File: src/rtl/step_ctrl_pkg.sv
// Shared types and default timing constants for the CPU step/run clock-enable controller.
package step_ctrl_pkg;

    typedef enum logic [1:0] {
        IDLE = 2'd0,
        RUN  = 2'd1,
        HALT = 2'd2
    } ctrl_state_t;

    // 10 ms debounce and 2 Hz run rate at a 50 MHz board clock
    localparam int unsigned DEFAULT_DEBOUNCE_CYCLES = 500000;
    localparam int unsigned DEFAULT_RUN_DIV         = 25000000;

endpackage

File: src/rtl/cpu_step_ctrl_debounce.sv
// Two-flop synchronizer followed by a stable-count debouncer for one raw board input.
module debounce #(
    parameter int unsigned DEBOUNCE_CYCLES = 4,
    parameter logic        RESET_LEVEL     = 1'b0
) (
    input  logic clk,
    input  logic rst_n,
    input  logic raw,
    output logic level
);

    localparam int unsigned CW = (DEBOUNCE_CYCLES > 1) ? $clog2(DEBOUNCE_CYCLES) : 1;
    localparam logic [CW-1:0] CNT_MAX = CW'(DEBOUNCE_CYCLES - 1);

    logic          sync1;
    logic          sync2;
    logic [CW-1:0] cnt;

    // Sync flops reset to the inactive level so an input already active at reset
    // release is seen as a fresh transition.
    always_ff @(posedge clk or negedge rst_n) begin
        if (!rst_n) begin
            sync1 <= RESET_LEVEL;
            sync2 <= RESET_LEVEL;
            level <= RESET_LEVEL;
            cnt   <= '0;
        end else begin
            sync1 <= raw;
            sync2 <= sync1;
            if (sync2 == level) begin
                cnt <= '0;
            end else if (cnt == CNT_MAX) begin
                level <= sync2;
                cnt   <= '0;
            end else begin
                cnt <= cnt + CW'(1);
            end
        end
    end

endmodule

File: src/rtl/cpu_step_ctrl.sv
// Clock-enable controller for the single-cycle core: single-step on button press,
// free-run at a divided rate, stop on halt, and count issued enables.
module cpu_step_ctrl
    import step_ctrl_pkg::*;
#(
    parameter int unsigned DEBOUNCE_CYCLES = DEFAULT_DEBOUNCE_CYCLES,
    parameter int unsigned RUN_DIV         = DEFAULT_RUN_DIV,
    parameter int unsigned CNT_W           = 32
) (
    input  logic             clk,
    input  logic             rst_n,
    input  logic             step_btn_n,
    input  logic             run_sw,
    input  logic             halt,
    output logic             cpu_en,
    output logic             running,
    output logic [CNT_W-1:0] cycle_count
);

    localparam int unsigned DIV_W = $clog2(RUN_DIV);
    localparam logic [DIV_W-1:0] DIV_MAX = DIV_W'(RUN_DIV - 1);

    function automatic logic [CNT_W-1:0] sat_inc(input logic [CNT_W-1:0] v);
        return (v == {CNT_W{1'b1}}) ? v : v + CNT_W'(1);
    endfunction

    logic             btn_level;
    logic             btn_prev;
    logic             run_level;
    logic             step_req;
    ctrl_state_t      state;
    logic [DIV_W-1:0] div;

    debounce #(
        .DEBOUNCE_CYCLES (DEBOUNCE_CYCLES),
        .RESET_LEVEL     (1'b1)
    ) u_btn_db (
        .clk   (clk),
        .rst_n (rst_n),
        .raw   (step_btn_n),
        .level (btn_level)
    );

    debounce #(
        .DEBOUNCE_CYCLES (DEBOUNCE_CYCLES),
        .RESET_LEVEL     (1'b0)
    ) u_run_db (
        .clk   (clk),
        .rst_n (rst_n),
        .raw   (run_sw),
        .level (run_level)
    );

    // Press edge of the accepted (active-low) button level; release is ignored.
    assign step_req = btn_prev & ~btn_level;

    always_ff @(posedge clk or negedge rst_n) begin
        if (!rst_n) begin
            state       <= IDLE;
            div         <= '0;
            cpu_en      <= 1'b0;
            running     <= 1'b0;
            btn_prev    <= 1'b1;
            cycle_count <= '0;
        end else begin
            cpu_en   <= 1'b0;
            btn_prev <= btn_level;
            if (cpu_en) begin
                cycle_count <= sat_inc(cycle_count);
            end

            // Halt overrides any step request or terminal count in the same cycle.
            if (halt) begin
                state   <= HALT;
                running <= 1'b0;
                div     <= '0;
            end else begin
                case (state)
                    IDLE: begin
                        if (step_req) begin
                            cpu_en <= 1'b1;
                        end
                        if (run_level) begin
                            state   <= RUN;
                            running <= 1'b1;
                            div     <= '0;
                        end
                    end
                    RUN: begin
                        if (!run_level) begin
                            state   <= IDLE;
                            running <= 1'b0;
                            div     <= '0;
                        end else if (div == DIV_MAX) begin
                            cpu_en <= 1'b1;
                            div    <= '0;
                        end else begin
                            div <= div + DIV_W'(1);
                        end
                    end
                    HALT: begin
                        state   <= IDLE;
                        running <= 1'b0;
                        div     <= '0;
                    end
                    default: begin
                        state   <= IDLE;
                        running <= 1'b0;
                        div     <= '0;
                    end
                endcase
            end
        end
    end

endmodule

File: config.mk
export PLATFORM = sky130hd
export DESIGN_NAME = cpu_step_ctrl
export DESIGN_NICKNAME = d
export VERILOG_FILES = /design/src/rtl/step_ctrl_pkg.sv /design/src/rtl/cpu_step_ctrl_debounce.sv /design/src/rtl/cpu_step_ctrl.sv
export SDC_FILE = /design/constraint.sdc
export NUM_CORES = 1
export LEC_CHECK = 0
export CORE_MARGIN = 2
export CORE_UTILIZATION = 40
export DETAILED_ROUTE_END_ITERATION = 6
export GPL_ROUTABILITY_DRIVEN = 0
export SLEW_MARGIN = 20
export SYNTH_ARGS = -nofsm -noshare
export SYNTH_HDL_FRONTEND = slang
export SYNTH_SLANG_ARGS = --single-unit
File: constraint.sdc
create_clock -name clk -period 2.3 [get_ports clk]
set_input_delay 0.23 -clock clk [delete_from_list [all_inputs] [get_ports clk]]
set_output_delay 0.23 -clock clk [all_outputs]
set_load 0.01 [all_outputs]
### Yosys cells after proc, flatten, opt, wreduce, memory -nomap -nowiden

Cells that the tools add are included.

* register bits after elaboration: 106
* bits of input ports: 5
* output and inout bits: 34
* word-level logic and storage cells: 59

* add/subtract/negate cells: 4
* equality and inequality tests: 9
* muxes and demuxes: 22
* bitwise gates (word level): 5
* reduce and logical (&&, ||, !) cells: 5

Operators by type and width (count)
* two-way mux 25 bit: 4
* two-way mux 19 bit: 4
* one-hot mux 25 bit (2 select lines): 1
* adder 19 x 1 -> 19 bit, second input constant: 2
* == test 19 bit, second input constant: 2
* adder 32 x 1 -> 32 bit, second input constant: 1
* == test 32 bit, second input constant: 1
* adder 25 x 1 -> 25 bit, second input constant: 1
* == test 25 bit, second input constant: 1
* AND reduction 2 bit: 4
* two-way mux 1 bit: 7
* two-way mux 2 bit: 3
* inverter 1 bit: 4
* one-hot mux 1 bit (2 select lines): 2
* one-hot mux 2 bit (2 select lines): 1
* != test 3 x 2 -> 1 bit, second input constant: 1
* != test 3 bit, second input constant: 1
* == test 1 bit: 2
* == test 2 x 1 -> 1 bit, second input constant: 1
* zero test 2 bit: 1
* bitwise AND 1 bit: 1

### Longest topological paths before layout

* depth after elaboration: 5
* mapped depth: 7

### Modules after synthesis

Synthesis repeated with hierarchy kept, for this count alone.

* cell total of the unflattened synthesis: 523
* area total of the unflattened synthesis: 5245.0 um^2

Modules (own cells, without submodules)
* cpu_step_ctrl: instances 1, cells an instance 313, area each 3081.7 um^2, sequential area each 1527.7 um^2
* debounce (u_btn_db): instances 1, cells an instance 105, area each 1083.5 um^2, sequential area each 554.3 um^2
* debounce (u_run_db): instances 1, cells an instance 105, area each 1079.8 um^2, sequential area each 550.5 um^2

### Worst setup path after synthesis

OpenSTA, ideal clock, no wires.

* path kind: register to register
* from: register div[8]
* to: register div[23]
* setup time: 0.128 ns
* arrival time: 1.867 ns
* required time: 2.172 ns
* setup slack: 0.305 ns
* stages on the path, launching flop included: 8
* buffers on the path: 2
* cells stage by stage: dfrtp_1 -> buf_6 -> or4b_4 -> nor4_4 -> a31oi_4 -> buf_6 -> a41oi_1 -> a31oi_1

* longest elaborated chain between the ends: 5

Ends and longest elaborated chain
* from (decl): line cpu_step_ctrl.sv:32 `logic [DIV_W-1:0] div;`
* from (signal assigned): line cpu_step_ctrl.sv:98 `div <= div + DIV_W'(1);`
* adder 25 x 1 -> 25 bit / == test 25 bit (equally long branches): line cpu_step_ctrl.sv:98, cpu_step_ctrl.sv:94
* two-way mux 25 bit (*): line cpu_step_ctrl.sv:94 `end else if (div == DIV_MAX) begin`
* two-way mux 25 bit (*): line cpu_step_ctrl.sv:90 `if (!run_level) begin`
* one-hot mux 25 bit (2 select lines) (*): line cpu_step_ctrl.sv:78 `case (state)`
* two-way mux 25 bit (*): line cpu_step_ctrl.sv:73 `if (halt) begin`

Mark *: on every way between the ends. The rest lies on a longest branch, timed or not.
A chain may end at the register's enable or synchronous reset.

### Final worst setup path

* from: register div[17]
* to: register div[4]

* longest elaborated chain between the ends: 5

Ends and longest elaborated chain (line)
* == test 25 bit: cpu_step_ctrl.sv:94
* two-way mux 25 bit: cpu_step_ctrl.sv:94
* two-way mux 25 bit: cpu_step_ctrl.sv:90
* one-hot mux 25 bit (2 select lines): cpu_step_ctrl.sv:78
* two-way mux 25 bit: cpu_step_ctrl.sv:73

No other way between the ends.

==> metrics.md <==
| Metric | Value |
|---|---|
| Largest net degree at the start of global routing | `45` |
| Layout overhead on the synthesized area | `19.2%` |
| RSZ-0062 raised after global routing | `false` |
| Max incr delay on CP | `0.71 ns` |
| Top cells by area, synth | `dfrtp_1 49%, xnor2_1 6.3%, xor2_1 5.6%, nor2_1 5.3%, nand4_1 4.4%` |
| Startpoint type of the worst setup path | `flop` |
| Setup TNS | `0 ns` |
| Total power | `3620 uW` |
| Required time worst endpoint | `about 2.5 ns` |
| Die W | `117 um` |
| CP max FO | `11` |
| Root Driver | `clkbuf_16` |
| All-Layer GR Usage | `between 10% and 20%` |
| Finished Core Util | `48.7%` |
| Sw Share | `between 20% and 30%` |
| Delay-heaviest family, CP | `simple AND/OR/NAND/NOR gates` |
| Seq/Total Area, Yosys | `51.3%` |
| DRC | `0` |
| Worst clock skew | `around 0.0072 ns` |
| Tmin final | `2.17 ns` |
| First-pass GRT wire length | `~18000 um` |
| VDD IR max | `between 300 and 400 uV` |
| Nature of the critical path endpoint | `flop` |
| P per Cell Area | `592 nW/um^2` |
| FF-to-FF path depth | `6` |
| Vias in the first global route | `between 3000 and 4000` |
| Final setup vio count | `0` |
| IO Port Bufs | `38` |
| Final period utilization | `roughly 94%` |
| Clock transition at path regs | `0.07 ns` |
| Clock Tree Buf Depth | `2` |
| P_int | `roughly 2800 uW` |
| Share of cells above drive strength 1 | `just over 9%` |
| Fill cell count | `1167` |
| Grt ovf | `0` |
| Initial DRT Pass Iterations | `4` |
| Synth Instances | `515` |
| CP Cell Sequence | `or4b_2, nor4_4, a31oi_4, buf_4, a41oi_1, a31oi_1` |
| Critical path buffers and inverters | `1` |
| Syn Nets | `524` |
| Area occupied by multi-input gates | `2370 sq um` |
| Slew HR | `61.2%` |
| Clock power frac | `45.5%` |
| Clk sinks | `about 110` |
| Die Y | `117 um` |
| Core area | `12600 sq um` |
| Final HPWL from detailed placement | `7460 um` |
| Pre-CTS setup slack | `0.139 ns` |
| # H-tree levels | `3` |
| Starting DRC count in detailed routing | `301` |
| Initial antenna violation count | `0` |
| CTS Buf Count | `9` |
| Final Hold Fails | `0` |
| Hold path cells | `1` |
| I/O Pins | `39` |
| Final worst-path setup slack | `about 0.13 ns` |
| DIE AREA | `between 10000 and 15000 sq um` |
| Antenna Violating Nets Remaining | `0` |
| CP Class | `flop to flop` |
| Sequential power share | `between 50% and 60%` |
| Yosys reg bits | `105` |
| Ys flop type | `dfrtp_1` |
| Lkg Pwr | `roughly 0.0025 uW` |
| Vias after detailed routing | `approximately 3900` |
| Cell area after synthesis | `5130 sq um` |
| Avg WL per Cell | `14.1 um` |
| Result of the run | `finished, final reports clean` |
| Async SR Flop Fraction | `100%` |
| Combinational Power Share | `2.7%` |
| Synth unique cells | `43` |
| Max Cap Violations | `0` |
| Starting Density | `40.8%` |
| Post-Syn Area per Cell | `9.96 sq um` |
| Min Hold Slack | `0.287 ns` |
| Peak Freq | `0.462 GHz` |
| CTS tree | `built` |
| P_sw | `~770 uW` |
| Yosys top cell area share | `49.3%` |
| Worst path slowest cell | `or4b_2` |
| HP Class | `primary input to flop` |
| Number of synthesized flops with an enable pin | `0` |
| FF/Latch Area | `2630 sq um` |
| Arr. time, crit path | `between 2 and 2.5 ns` |
| Clock Latency Late Sink | `0.36 ns` |
| Critical Path Stages | `6` |
| Pins Over Slew Limit | `0` |
| Row count | `41` |
| Ys Warns | `0` |
| Vias per cell | `5.30` |
| # nets final | `slightly below 600` |
| Worst slew pin tran | `0.577 ns` |
| Number of antenna diodes | `0` |
| DRT Wirelength | `10500 um` |
| CTS resizes | `0` |
| Synth area leader | `dfrtp_1` |
-- synth_stat cells (2+ instances only) --
master and n:
a31oi_1 17, nand3b_1 4, inv_1 12, nand4_1 36
a41oi_1 4, o31a_1 2, nor4_4 2, dfstp_2 4
nor4_2 2, buf_2 4, clkbuf_1 6, o211ai_1 2
nand3_1 32, or2_2 3, nor3b_1 6, or4_1 4
ha_1 4, a21oi_1 7, nor4_1 7, o21ai_0 10
nand2_1 51, and2_1 2, buf_6 3, xor2_1 33
mux2_2 3, dfrtp_1 101, nor3_1 13, nor2_1 73
xnor2_1 37, and4_1 6, and3_1 13
-- routing by layer --
layer	routed length (um)	global-route usage, %
met4	103	5.73
met3	420	4.63
met5	0	0
met1	5050	22.0
met2	4930	27.6
-- cells by family after synthesis --
group | count (synthesis) | share of synthesized area [%]
compound gates | 47 | 6.29
simple gates | 258 | 26.1
mux | 4 | 0.854
buf+inv | 27 | 2.54
fa+ha+maj | 4 | 0.976
xor+xnor | 70 | 12.0
flops | 105 | 51.3
-- placed cells by master (no fill, tap or decap), types with 6 or more instances in the layout --
cell type	Yosys	routed
nor3_1	13	13
dfrtp_1	101	101
a31oi_1	17	17
xor2_1	33	33
nand4_1	36	36
o21ai_0	10	10
a21oi_1	7	7
clkbuf_16	0	9
clkdlybuf4s50_1	0	37
nor4_1	7	7
nand2_1	51	51
buf_4	0	18
and3_1	13	13
and4_1	6	6
nor3b_1	6	6
xnor2_1	37	37
inv_1	12	12
nor2_1	73	73
nand3_1	32	32
-- cell type report --
class / count / area share, %
Multi-Input combinational cell: 383 / 38.7
Clock inverter: 6 / 1.51
Inverter: 12 / 0.736
Clock buffer: 10 / 3.74
Sequential cell: 105 / 43.0
Tap cell: 172 / 3.52
Timing Repair Buffer: 57 / 8.75
-- timing repair --
item,4_1_cts,5_1_grt
setup buffers,0,0
hold buffers,1,0
setup endpoints to repair,0,0
hold endpoints to repair,22,0
-- state kept, by name, indices dropped and copies added, names as in the netlist --
name	cells
u_run_db.cnt	19
div	25
u_btn_db.sync2	1
u_btn_db.sync1	1
state	2
btn_prev	1
u_run_db.level	1
u_run_db.sync2	1
u_run_db.sync1	1
cycle_count	32
u_btn_db.level	1
u_btn_db.cnt	19
cpu_en	1
-- power groups by stage --
stage	clock network, uW	registers, uW	logic, uW
detailed placement	0	1910	102
CTS	1710	1870	103
global placement	0	1910	100
finish	1650	1870	98.4
global route	1780	1880	115
floorplan	0	1910	38.3
-- worst paths after layout --
kind	start	end	slack, ns
setup reg to reg	div[17]	div[4]	0.13
hold / removal	step_btn_n	u_btn_db.sync1	0.29
max in group asynchronous	rst_n	u_btn_db.sync2	1.34
hold reg to reg	u_run_db.sync1	u_run_db.sync2	0.35
min in group asynchronous	rst_n	u_run_db.cnt[14]	0.31
setup / recovery	div[17]	div[4]	0.13
-- metrics by stage --
step | instance area [sq um] | cells
3_5_place_dp | 5790 | 728
4_1_cts | 6120 | 745
3_3_place_gp | 5790 | 728
5_1_grt | 6120 | 745
6_report | 6120 | 745
2_1_floorplan | 5130 | 515
(Power assumes the default switching activity.)
